### src/rtl/button_clicker.sv
// Mouse-click decoder for a horizontal row of N_BTN buttons: debounce, arm on press, click on release.
// Optional hover output is enabled by defining BUTTON_HOVER_EN.
module button_clicker #(
    parameter int N_BTN    = 3,
    parameter int X0       = 342,
    parameter int PITCH    = 120,
    parameter int BTN_W    = 100,
    parameter int Y0       = 668,
    parameter int BTN_H    = 50,
    parameter int DEBOUNCE = 4
) (
    input  logic             clk,
    input  logic             rst,
    input  logic [11:0]      mouse_x,
    input  logic [11:0]      mouse_y,
    input  logic             left_mouse,
    input  logic [N_BTN-1:0] btn_enable,
    output logic [N_BTN-1:0] click,
    output logic [N_BTN-1:0] pressed
`ifdef BUTTON_HOVER_EN
    ,
    output logic [N_BTN-1:0] hover
`endif
);

    localparam int IDX_W = (N_BTN > 1) ? $clog2(N_BTN) : 1;
    localparam int CNT_W = $clog2(DEBOUNCE + 1);
    localparam logic [CNT_W-1:0] CNT_LAST = CNT_W'(DEBOUNCE - 1);
    localparam logic [N_BTN-1:0] ONE = N_BTN'(1);

    generate
        if (X0 + (N_BTN - 1) * PITCH + BTN_W > 4095) begin : g_x_range
            $error("button_clicker: rightmost button edge exceeds 4095");
        end
        if (Y0 + BTN_H > 4095) begin : g_y_range
            $error("button_clicker: button bottom edge exceeds 4095");
        end
    endgenerate

    typedef enum logic [1:0] {
        ST_IDLE  = 2'd0,
        ST_ARMED = 2'd1,
        ST_DEAD  = 2'd2
    } state_t;

    logic [11:0]      x_r, y_r;
    logic             left_r;
    logic             db_left_r, db_prev_r;
    logic [CNT_W-1:0] cnt_r;
    state_t           state_r, state_s;
    logic [IDX_W-1:0] idx_r, idx_s;
    logic [N_BTN-1:0] click_r, click_s;
    logic [N_BTN-1:0] pressed_r, pressed_s;

    logic [N_BTN-1:0] hit_s, en_hit_s;
    logic [IDX_W-1:0] hit_idx_s;
    logic             hit_any_s, idx_hit_s, idx_en_s;
    logic             rise_s, fall_s;

    // Input registers: everything downstream sees only these values
    always_ff @(posedge clk) begin
        if (rst) begin
            x_r    <= 12'd0;
            y_r    <= 12'd0;
            left_r <= 1'b0;
        end else begin
            x_r    <= mouse_x;
            y_r    <= mouse_y;
            left_r <= left_mouse;
        end
    end

    // Debounce: accept a new level only after DEBOUNCE consecutive differing cycles
    always_ff @(posedge clk) begin
        if (rst) begin
            cnt_r     <= '0;
            db_left_r <= 1'b0;
            db_prev_r <= 1'b0;
        end else begin
            db_prev_r <= db_left_r;
            if (left_r == db_left_r) begin
                cnt_r <= '0;
            end else if (cnt_r == CNT_LAST) begin
                cnt_r     <= '0;
                db_left_r <= left_r;
            end else begin
                cnt_r <= cnt_r + CNT_W'(1);
            end
        end
    end

    assign rise_s = db_left_r & ~db_prev_r;
    assign fall_s = ~db_left_r & db_prev_r;

    // Inclusive rectangle hit test in 13-bit unsigned arithmetic
    always_comb begin
        hit_s = '0;
        for (int i = 0; i < N_BTN; i++) begin
            hit_s[i] = ({1'b0, x_r} >= 13'(X0 + i * PITCH)) &&
                       ({1'b0, x_r} <= 13'(X0 + i * PITCH + BTN_W)) &&
                       ({1'b0, y_r} >= 13'(Y0)) &&
                       ({1'b0, y_r} <= 13'(Y0 + BTN_H));
        end
    end

    assign en_hit_s  = hit_s & btn_enable;
    assign hit_any_s = |en_hit_s;

    // Lowest enabled index under the cursor wins
    always_comb begin
        hit_idx_s = '0;
        for (int i = N_BTN - 1; i >= 0; i--) begin
            hit_idx_s = en_hit_s[i] ? IDX_W'(i) : hit_idx_s;
        end
    end

    assign idx_hit_s = hit_s[idx_r];
    assign idx_en_s  = btn_enable[idx_r];

    // Next state, captured index and output values
    always_comb begin
        state_s = state_r;
        idx_s   = idx_r;
        click_s = '0;
        case (state_r)
            ST_IDLE: begin
                if (rise_s && hit_any_s) begin
                    state_s = ST_ARMED;
                    idx_s   = hit_idx_s;
                end else if (rise_s) begin
                    state_s = ST_DEAD;
                end else begin
                    state_s = ST_IDLE;
                end
            end
            ST_ARMED: begin
                if (fall_s) begin
                    state_s = ST_IDLE;
                    click_s = (idx_hit_s && idx_en_s) ? (ONE << idx_r) : '0;
                end else if (!idx_en_s) begin
                    state_s = ST_DEAD;
                end else begin
                    state_s = ST_ARMED;
                end
            end
            ST_DEAD: begin
                if (fall_s) begin
                    state_s = ST_IDLE;
                end else begin
                    state_s = ST_DEAD;
                end
            end
            default: begin
                state_s = ST_IDLE;
            end
        endcase
        // pressed follows the state being entered so it appears together with arming
        if (state_s == ST_ARMED && hit_s[idx_s]) begin
            pressed_s = ONE << idx_s;
        end else begin
            pressed_s = '0;
        end
    end

    // FSM state and registered outputs
    always_ff @(posedge clk) begin
        if (rst) begin
            state_r   <= ST_IDLE;
            idx_r     <= '0;
            click_r   <= '0;
            pressed_r <= '0;
        end else begin
            state_r   <= state_s;
            idx_r     <= idx_s;
            click_r   <= click_s;
            pressed_r <= pressed_s;
        end
    end

    assign click   = click_r;
    assign pressed = pressed_r;

`ifdef BUTTON_HOVER_EN
    logic [N_BTN-1:0] hover_r;

    // Hover tracks the enabled button under the cursor, independent of the FSM
    always_ff @(posedge clk) begin
        if (rst) begin
            hover_r <= '0;
        end else begin
            hover_r <= hit_any_s ? (ONE << hit_idx_s) : '0;
        end
    end

    assign hover = hover_r;
`endif

endmodule

### config.mk
export PLATFORM = sky130hd
export DESIGN_NAME = button_clicker
export DESIGN_NICKNAME = d
export VERILOG_FILES = /design/src/rtl/button_clicker.sv
export SDC_FILE = /design/constraint.sdc
export NUM_CORES = 1
export LEC_CHECK = 0
export CORE_MARGIN = 2
export CORE_UTILIZATION = 50
export CTS_BUF_LIST = sky130_fd_sc_hd__clkbuf_8
export CTS_CLUSTER_DIAMETER = 120
export CTS_CLUSTER_SIZE = 8
export DETAILED_ROUTE_END_ITERATION = 6
export PLACE_DENSITY = 0.9
export SETUP_SLACK_MARGIN = 0.15
export SLEW_MARGIN = 25
export SYNTH_ARGS = -nofsm -noshare
export SYNTH_HDL_FRONTEND = slang
export SYNTH_SLANG_ARGS = --single-unit
export TNS_END_PERCENT = 20
### constraint.sdc
create_clock -name clk -period 3.1 [get_ports clk]
set_input_delay 0.62 -clock clk [delete_from_list [all_inputs] [get_ports clk]]
set_output_delay 0.62 -clock clk [all_outputs]
set_load 0.03 [all_outputs]
==> impl_metrics.toml <==
[floorplan]
die_area_mm2 = 0.003640
initial_util_pct = 52.40
standard_cell_core_area_mm2 = 0.003028
die_height_um = 60.33
io_pins = 36
die_width_um = 60.33
std_cell_rows = 20

[sta]
setup_violators_final = 0
maxClockFrequency_mhz = 378.5
max_slew_vio_count = 0
slew_headroom_pct = 67.77
hold_viol = 0
final.min_clock_period_ns = 2.642
layout_setup_ws_ns = 0.4578
post_route_skew_ns = 0.003445
rsz0062_at_grt = "false"
totalNegativeSetupSlack_ns = 0
layout_worst_path_cycle_share_pct = 85.23
tightestPinTransition_ns = 0.4820

[clocking]
cts_sinks = 40
clock_tree_from_tritoncts = "yes"
post-cts-setup-buffer-count = 0
clk_path_buf_depth = 2
clock_pin_transition_on_the_worst_setup_and_hold_timing_paths_ns = 0.08
cts_hold_buffers = 0
clock_latency_ns = 0.30
clk_root_buf = "clkbuf_8"
cts_buffers = 5
ctsResizeCount = 0
cts_max_level = 2

[finish]
final_layout_size_suffix_gt1_share_pct = 9.360
antennaDiodeCount = 0
post_layout_nonfiller_instances = 247
final_net_count = 234
layout-area-overhead-vs-synth_pct = 32.33
final_instance_area_mm2 = 0.002100
fill_cells = 231

[synth]
synth_area_leader_cell = "dfxtp_1"
most_numerous_cell_types_in_the_synthesized_netlist = "dfxtp_1, nor2b_1, nor2_1, nand2_1"
synth_nets = 194
synthCells = 162
synth-seq-cells = 40
synth.cell_area_mm2 = 0.001587
ys_warn_count = 0
syn-mean-instance-area_um2 = 9.793
synthTopCellsByArea = "dfxtp_1, nor2b_1, nor2_1, a21oi_1, nand3_1"
yosys.cell_count.top_type = "dfxtp_1"
ys_types = 44
synth_async_sr_flop_share_pct = 0
synth_seq_area_share_pct = 50.47
synth_largest_type_area_fraction_pct = 50.47
ys.flop_type = "dfxtp_1"
synth-edff-count = 0

[run_status]
outcome = "finished clean"

[route]
routed_via_density = 5.393
detail_route.iter0.violations = 66
detailed_router_iteration_count_before_antenna_repair = 4
route.detailed.wl_per_inst_um = 13.38
detail_route.wirelength_um = 3305
route.vias.total = 1332
detail_route.drc_violations = 0
drtAntennaViolNets = 0

[critical_path]
r2r-end = "pressed[0]"
cp.buffers_inverters = 0
worstPathArrival_ns = 2.87
worstSetupEndpoint = "pressed[0]"
critPathMaxStageDelay_ns = 0.54
critical_path_depth = 7
cp_cell_sequence = "or4_4 -> or4_4 -> a2111oi_4 -> a32o_2 -> o21ai_2 -> a211o_1 -> nor3b_2"
r2r_slack_ns = 0.46
cp_max_fo = 4
critical_path_class = "register to register"
critical-path-top-cell-by-count = "or4_4"
timing.critical_path.slowest_stage_cell = "or4_4"
timing.critical_path.required_ns = 3.33
critPathCaptureType = "register"
worstReg2RegStart = "x_r[10]"
crit_start = "x_r[10]"
reg2reg_depth = 7
setup.worst_path.start_class = "register"
timing.critical_path.max_delay_family = "simple AND/OR/NAND/NOR gates"

[power_and_ir_drop]
worst_ir_drop_vdd_mv = 0.3773
total_leakage_power_uw = 0.0007439
portion_of_total_power_attributed_to_the_clock_network_pct = 39.7
power_switching_uw = 227.7
p_seq_share_pct = 52.1
combPwrFrac_pct = 8.1
power.share.switching_pct = 21.64
finalPower_uw = 1052
power_per_cell_area_mw_per_mm2 = 501.1
internal_power_of_the_cells_uw = 824.4

[place]
postPlaceCellArea_mm2 = 0.001988
dp_worst_setup_slack_ns = 0.4880
dp_hpwl_um = 2519
place_inst = 239
place.port_buffers = 35
gp_congestion = 0.9215

[min_path]
min_from = "cnt_r[0]"
hp-class = "register to register"
hold_depth = 1

[global_routing]
grt_util_all_layers_pct = 20.49
grt_max_degree = 23
antenna_found_initial = 0
number_of_global_route_vias_before_repair = 1319
grt_remaining_overflow = 0
grt_pass1_wl_um = 5388

[flow_run]
timing.max_cap.violations = 0
## area by class of cell
type	instances	area, um^2	share of cell area [%]
Tap cell	44	55.05	2.622
Clock inverter	3	42.54	2.026
Sequential cell	40	800.8	38.14
Clock buffer	5	68.82	3.278
Multi-Input combinational cell	113	752.0	35.82
Inverter	6	22.52	1.073
Timing Repair Buffer	36	357.8	17.04
## layout by cell type, fill, tap and decap left out, types with 2 or more instances in the layout
cell / synthesis / routed
nand2_1: 7 / 7
mux2i_1: 2 / 2
a21oi_1: 6 / 6
nand4_1: 3 / 3
nor4_1: 4 / 4
or4_4: 2 / 2
clkbuf_8: 0 / 5
nor3_1: 3 / 3
nand2b_1: 3 / 3
o21a_1: 2 / 2
nor2b_1: 27 / 27
clkdlybuf4s50_1: 0 / 35
nand3_1: 6 / 6
ha_1: 2 / 2
or3_1: 2 / 2
o21ai_0: 4 / 4
dfxtp_1: 40 / 40
nor2_1: 12 / 12
inv_1: 6 / 6
nand3b_1: 3 / 3
## logic make-up (layout without fill, tap and decap cells)
family,after synthesis,count (layout),synth area share (%)
buf+inv,9,50,2.129
flops,40,40,50.47
mux,2,2,1.262
simple gates,82,82,31.15
xor+xnor,1,1,0.5522
fa+ha+maj,2,2,1.577
compound gates,26,26,12.86
## through the flow
stage	util, %	hold slack, ns
2_1_floorplan	-	0.3990
3_3_place_gp	65.66	0.4070
3_5_place_dp	65.66	0.4228
4_1_cts	69.34	0.4294
5_1_grt	69.34	0.4492
6_report	69.34	0.4337
## routing by layer
layer / track usage, % / wire length (um)
met1: 21.16 / 1327
met2: 36.34 / 1629
met3: 7.676 / 272
met4: 10.16 / 76
met5: 0 / 0
## power groups by stage
stage / clock network, uW / registers, uW / logic [uW]
3_5_place_dp: 0 / 559 / 85.3
6_report: 418 / 548 / 85.7
3_3_place_gp: 0 / 558 / 81.7
2_1_floorplan: 0 / 555 / 39.8
4_1_cts: 421 / 548 / 85.9
5_1_grt: 435 / 550 / 93.9
## flip-flops by register name (all words and copies together) (netlist names)
register	cells
state_r	2
cnt_r	3
x_r	12
pressed	3
click	3
db_prev_r	1
left_r	1
y_r	12
db_left_r	1
idx_r	2
## worst min-delay path by stage
| stage | to | slack (ns) |
|---|---|---|
| after global routing | cnt_r[0] | 0.45 |
| after floorplan | cnt_r[0] | 0.40 |
| after global placement | cnt_r[0] | 0.41 |
| after detailed placement | cnt_r[0] | 0.42 |
| final | cnt_r[0] | 0.43 |
| after CTS | cnt_r[0] | 0.43 |
## worst register-to-register path, delay by kind of cell, from the launching register on
kind	cells	cell delay [ns]
and+or+nand+nor	3	1.24
DFF	1	0.33
AOI/OAI and AO/OA	4	1.02
(Power assumes the default switching activity.)
